## src/rtl/bch_poly_divider.sv

```systemverilog
// Serial GF(2) polynomial divider shared by the BCH encoder and the BCH
// decoder front end. Encode mode appends the parity remainder to a message;
// check mode reports the syndrome-style remainder of a received word.
//
// Handshake rule: a transfer happens on a rising edge where valid and ready
// are both high; valid, once raised, holds with stable payload until that edge.
module bch_poly_divider #(
  parameter int N_W = 31,
  parameter int K_W = 16,
  parameter logic [N_W-K_W:0] GEN_POLY = 16'h8FAF
) (
  input  logic               clk,
  input  logic               RESET,
  input  logic               in_valid,
  output logic               in_ready,
  input  logic               in_mode,
  input  logic [N_W-1:0]     in_data,
  output logic               out_valid,
  input  logic               out_ready,
  output logic [N_W-1:0]     out_data,
  output logic [N_W-K_W-1:0] out_rem,
  output logic               out_err,
  output logic [1:0]         state_dbg
);

  localparam int R  = N_W - K_W;
  localparam int CW = $clog2(N_W);

  // Reject generators that are not a true degree-R polynomial with a
  // constant term; such a divisor would not yield a usable cyclic code.
  if (GEN_POLY[R] != 1'b1 || GEN_POLY[0] != 1'b1 || K_W >= N_W) begin : g_param_check
    $fatal(1, "bch_poly_divider: invalid N_W/K_W/GEN_POLY combination");
  end

  typedef enum logic [1:0] {
    IDLE  = 2'd0,
    SHIFT = 2'd1,
    DONE  = 2'd2
  } state_t;

  state_t         state;
  logic           mode;
  logic [N_W-1:0] d_reg;
  logic [R-1:0]   rem;
  logic [CW-1:0]  cnt;

  logic           b;
  logic [N_W-1:0] d_rot;
  logic [R:0]     rem_sh;
  logic [R-1:0]   rem_next;

  assign in_ready  = (state == IDLE);
  assign out_valid = (state == DONE);
  assign state_dbg = state;

  // One division step: bring in the next dividend bit and fold the x^R
  // overflow term back in with the low part of the generator. The dividend
  // is rotated rather than shifted so that after N_W steps it is intact
  // again and can be passed through as out_data without a second copy.
  always_comb begin
    b        = d_reg[N_W-1];
    d_rot    = {d_reg[N_W-2:0], b};
    rem_sh   = {rem, b};
    rem_next = rem_sh[R-1:0] ^ (rem[R-1] ? GEN_POLY[R-1:0] : {R{1'b0}});
  end

  // Job control: accept in IDLE, N_W shift steps, then hold the result
  // until the sink takes it.
  always_ff @(posedge clk) begin
    if (RESET) begin
      state    <= IDLE;
      mode     <= 1'b0;
      d_reg    <= '0;
      rem      <= '0;
      cnt      <= '0;
      out_data <= '0;
      out_rem  <= '0;
      out_err  <= 1'b0;
    end else begin
      case (state)
        IDLE: begin
          if (in_valid) begin
            mode  <= in_mode;
            d_reg <= in_mode ? in_data : {in_data[K_W-1:0], {R{1'b0}}};
            rem   <= '0;
            cnt   <= CW'(N_W - 1);
            state <= SHIFT;
          end
        end
        SHIFT: begin
          d_reg <= d_rot;
          rem   <= rem_next;
          cnt   <= cnt - 1'b1;
          if (cnt == '0) begin
            out_rem  <= rem_next;
            out_data <= mode ? d_rot : {d_rot[N_W-1:R], rem_next};
            out_err  <= mode & (|rem_next);
            state    <= DONE;
          end
        end
        DONE: begin
          if (out_ready) begin
            state <= IDLE;
          end
        end
        default: state <= IDLE;
      endcase
    end
  end

endmodule

```

## config.mk

```make
export PLATFORM = sky130hd
export DESIGN_NAME = bch_poly_divider
export DESIGN_NICKNAME = d
export VERILOG_FILES = /design/src/rtl/bch_poly_divider.sv
export SDC_FILE = /design/constraint.sdc
export NUM_CORES = 1
export LEC_CHECK = 0
export BUFFER_PORTS_ARGS = -buffer_cell sky130_fd_sc_hd__buf_2
export CAP_MARGIN = 20
export CORE_MARGIN = 4
export CORE_UTILIZATION = 46
export CTS_CLUSTER_DIAMETER = 50
export DETAILED_ROUTE_END_ITERATION = 8
export GPL_TIMING_DRIVEN = 0
export PLACE_DENSITY = 0.79
export SETUP_SLACK_MARGIN = 0.05
export SLEW_MARGIN = 20
export SYNTH_ARGS = -nofsm -noshare
export SYNTH_HDL_FRONTEND = slang
export SYNTH_SLANG_ARGS = --single-unit
```

## constraint.sdc

```tcl
create_clock -name clk -period 2.8 [get_ports clk]
set_clock_uncertainty 0.15 [all_clocks]
set_input_delay 0.42 -clock clk [delete_from_list [all_inputs] [get_ports clk]]
set_output_delay 0.42 -clock clk [all_outputs]
set_load 0.02 [all_outputs]
```

==> results.md <==
Critical path:
- STA classifies the critical path startpoint as a register.
- The kind of end point of the critical path is a register.
- The endpoint identified for the worst register-to-register timing path is out_data[16].
- For the worst flop-to-flop path, the logic depth is 9.
- At the worst endpoint, the required time is 2890 ps.
- For the worst setup path, the data arrival time is around 2300 ps.
- In this run the critical register-to-register path is launched from cnt[0].
- The type of the worst setup path is register to register.
- The setup check on the worst reg-to-reg path leaves a slack of around 580 ps.
- Along the worst path, the maximum fanout reaches 10.

STA:
- Setup repair after global routing left no endpoint under its margin.
- The total negative slack is 0 ps.
- The final-report max-slew violation count was 0.
- The share of the clock period used by the worst path after layout is 79.4%.
- The final period demand of the worst path is about 2200 ps.
- Setup slack closes at approximately 580 ps.
- Timing would allow up to about 450 MHz.
- The hold violation count in the final report was 0.
- The slew of the pin with the lowest slew margin is between 700 and 800 ps.
- The worst slew margin relative to its limit is 53.1%.
- The total setup violations reported at the end of the flow is 0.

Power and ir drop:
- The internal portion of the total power is ~2.0 mW.
- Dividing total power by cell area gives a power density of about 600 mW/mm2.
- The share of power burned in registers is around 54%.
- The worst-case IR drop observed on VDD is approximately 0.32 mV.
- The clock network is responsible for ~28% of the overall power.
- The net switching power of the design is 0.923 mW.
- The net switching fraction of the power is around 31%.
- The proportion of power drawn by combinational gates is between 10% and 20%.
- For this design the static power due to leakage is between 1.5 and 2 nW.

Yosys:
- By count the netlist is led by 101 x dfxtp_1, 84 x nand2_1, 73 x nor2_1.
- The portion of synthesized cell area occupied by the leading cell type is 48.2%.
- The synthesized netlist cell count is approximately 500.
- The share of synthesized area spent on multiplexers is roughly 5.5%.
- By area the synthesized netlist is led by dfxtp_1 48%, nand2_1 7.5%, a21oi_1 6.8%.
- The flop and latch count out of synthesis is 101.
- The number of enable-type register cells in the synthesized netlist is 0.
- The netlist uses 38 different library cells.
- After Yosys synthesis, XOR and XNOR cells account for under 10% of the synthesized area.
- The complex-gate fraction of the synthesized area is between 10% and 20%.
- The cell area that synthesis handed to floorplanning was about 0.0042 mm2.
- Of the total synthesized cell area, the portion taken by AND, OR, NAND and NOR gates is a little under a fifth.
- The adder and majority gate portion of the synthesized area is less than 1%.
- Yosys instantiated no cell more often than dfxtp_1.
- The synthesized netlist net count is 534.
- By area, the combinational part of the netlist is dominated by compound AO/OA/AOI/OAI gates.
- For this run, the register share of the synthesized area comes to about half.
- The largest total area in the synthesized netlist belongs to dfxtp_1.
- The number of warnings reported in the yosys synthesis log is 0.
- For this run, the leading register cell type out of synthesis is dfxtp_1.
- The post-synthesis async set-or-reset flop share is 0%.
- Averaged over all synthesized cells, the footprint is ~8.4 um2.

Layout:
- With fillers left out, the area of the finished cells amounts to just under 0.005 mm2.
- The number of antenna diodes in the final layout is 0.
- Relative to the synthesized area, the layout overhead comes to 17.2%.
- The final layout contains about 630 nets.
- Of the cells placed in the final design, the portion with a size suffix greater than 1 is between 10% and 20%.

Clock tree:
- No sink is reached through more buffers than the 2 on the longest clock path.
- The number of sinks handled by clock tree synthesis is around 100.
- In this run the number of H-tree levels came out at 3.
- The tree is rooted in a clkbuf_8.
- In this run the post-CTS setup repair buffer count came out at 0.
- The number of hold buffers added after CTS was 0.
- The CTS tree is done.
- The total of cells resized after clock tree synthesis is 0.
- The clock insertion delay at the later pin of the skew report is between 300 and 400 ps.
- Clock-pin slew was measured on the worst setup and hold paths at 100 ps.
- The number of clock buffers added by TritonCTS is 9.

GRT:
- The initial antenna violation count is 0.
- The total overflow left after global routing is 0.
- The via count of the first global-routing pass was around 3800.
- The global-route wire length before repair is 18800 um.
- Global routing used a little under a quarter of the available tracks.
- The pin count of the biggest net entering global routing is 17.

Drt:
- For this block, the initial DRC count from the detailed router was 240.
- The detailed-route wire length per cell is about 17 um.
- Once detail routing completed, the nets flagged for antenna violations numbered 0.
- Before antenna repair, the detailed router went through 5 iterations.
- The final wirelength is roughly 12000 um.
- The DRC violation count after routing is 0.
- The routed layout has roughly 4000 vias.
- Using the TritonRoute via totals, the vias-per-cell ratio works out to roughly 5.7.

Place:
- The total placed instance area is about 0.0047 mm2.
- The total half-perimeter wirelength after legalization and detailed placement is slightly above 9000 um.
- Buffers placed on the I/O ports in this run total 84.
- The pre-CTS setup slack is about 570 ps.
- The weighted congestion reported at the end of routability-driven placement is 0.941.

Worst hold path:
- The worst hold path terminates at state_dbg[1].
- The number of stages on the worst hold path is 3.
- The path class of the lowest-slack min-delay path is primary input to register.
- The worst hold path begins at out_ready.

Floorplan:
- The floorplan core area is a little under 0.009 mm2.
- The initial core utilization is between 40 and 50%.
- The floorplan has 34 rows.
- Pin placement for this block handled 87 I/O pins.
- The die covers approximately 0.011 mm2.
- The die is between 100 and 150 um tall.
- The x dimension of the die is around 100 um.

Status:
- The run finished with clean final reports.

Run:
- The number of violations of the max-capacitance limit is 0.
[stage by stage]
stage | std cells | hold WS [ps] | utilization [%] | power (mW)
floorplan | 497 | 287 | - | 1.96
global placement | 689 | 286 | 53.9 | 2.13
detailed placement | 689 | 294 | 53.9 | 2.14
CTS | 705 | 170 | 55.8 | 2.95
global route | 705 | 203 | 55.8 | 3.07
finish | 705 | 172 | 55.8 | 2.95
[layout make-up]
class	count	area, um2
buffer	45	213
clock buffer	11	131
clock inverter	5	35.0
fill	829	3890
inverter	3	11.3
multi-input combinational	348	1950
sequential	101	2020
tap	108	135
timing repair buffer	84	420
[power groups by stage]
| stage | Sequential (mW) | Combinational (mW) | Clock (mW) |
|---|---|---|---|
| floorplan | 1.63 | 0.327 | 0 |
| global placement | 1.61 | 0.514 | 0 |
| detailed placement | 1.62 | 0.528 | 0 |
| CTS | 1.58 | 0.530 | 0.840 |
| global route | 1.59 | 0.586 | 0.890 |
| finish | 1.58 | 0.533 | 0.831 |
[worst max-delay path, stage by stage, from the launching register on]
cell and delay, ps:
dfxtp_1 340, inv_1 60, ha_1 180, or3b_1 350, buf_2 170, or3_1 340
buf_2 200, buf_6 170, nand2_1 80, a21oi_1 60
[metal layers]
layer | up-vias | global-route usage [%] | wire (um)
met3 | 24 | 4.69 | 784
met2 | 164 | 37.3 | 5740
met1 | 1872 | 30.7 | 5240
li1 | 1934 | - | -
met4 | 0 | 6.37 | 238
met5 | - | 0 | 0
[logic make-up (layout without fill, tap and decap cells)]
group,after synthesis,after routing
buffers and inverters,48,148
AND/OR/NAND/NOR,184,184
AO/OA/AOI/OAI,129,129
adder cells (fa/ha/maj),1,1
flip-flops,101,101
multiplexers,23,23
XOR/XNOR,11,11
[worst max-delay path by stage]
stage / start / to / slack [ps]
2_1_floorplan: cnt[0] / out_data[15] / 790
6_report: cnt[0] / out_data[16] / 580
4_1_cts: cnt[0] / out_data[16] / 560
5_1_grt: cnt[0] / out_data[11] / 390
3_5_place_dp: cnt[0] / out_data[16] / 570
3_3_place_gp: cnt[0] / out_data[18] / 630
[cells in the final DEF, fill, tap and decap left out, types with 2 or more instances in the layout]
cell type	Yosys	final
a211oi_1	18	18
a21oi_1	57	57
a221oi_1	16	16
a22oi_1	15	15
a31oi_1	9	9
and4_1	2	2
buf_1	2	2
buf_2	11	95
buf_4	2	2
buf_6	3	3
clkbuf_1	27	29
clkbuf_8	0	9
clkinv_2	0	2
dfxtp_1	101	101
inv_1	2	2
mux2i_1	23	23
nand2_1	84	84
nand2b_1	2	2
nand3_1	6	6
nor2_1	73	73
nor2b_1	3	3
nor3_1	3	3
nor4_1	4	4
o211ai_1	9	9
xnor2_1	10	10
No activity file was read; power rests on OpenSTA's default activity.
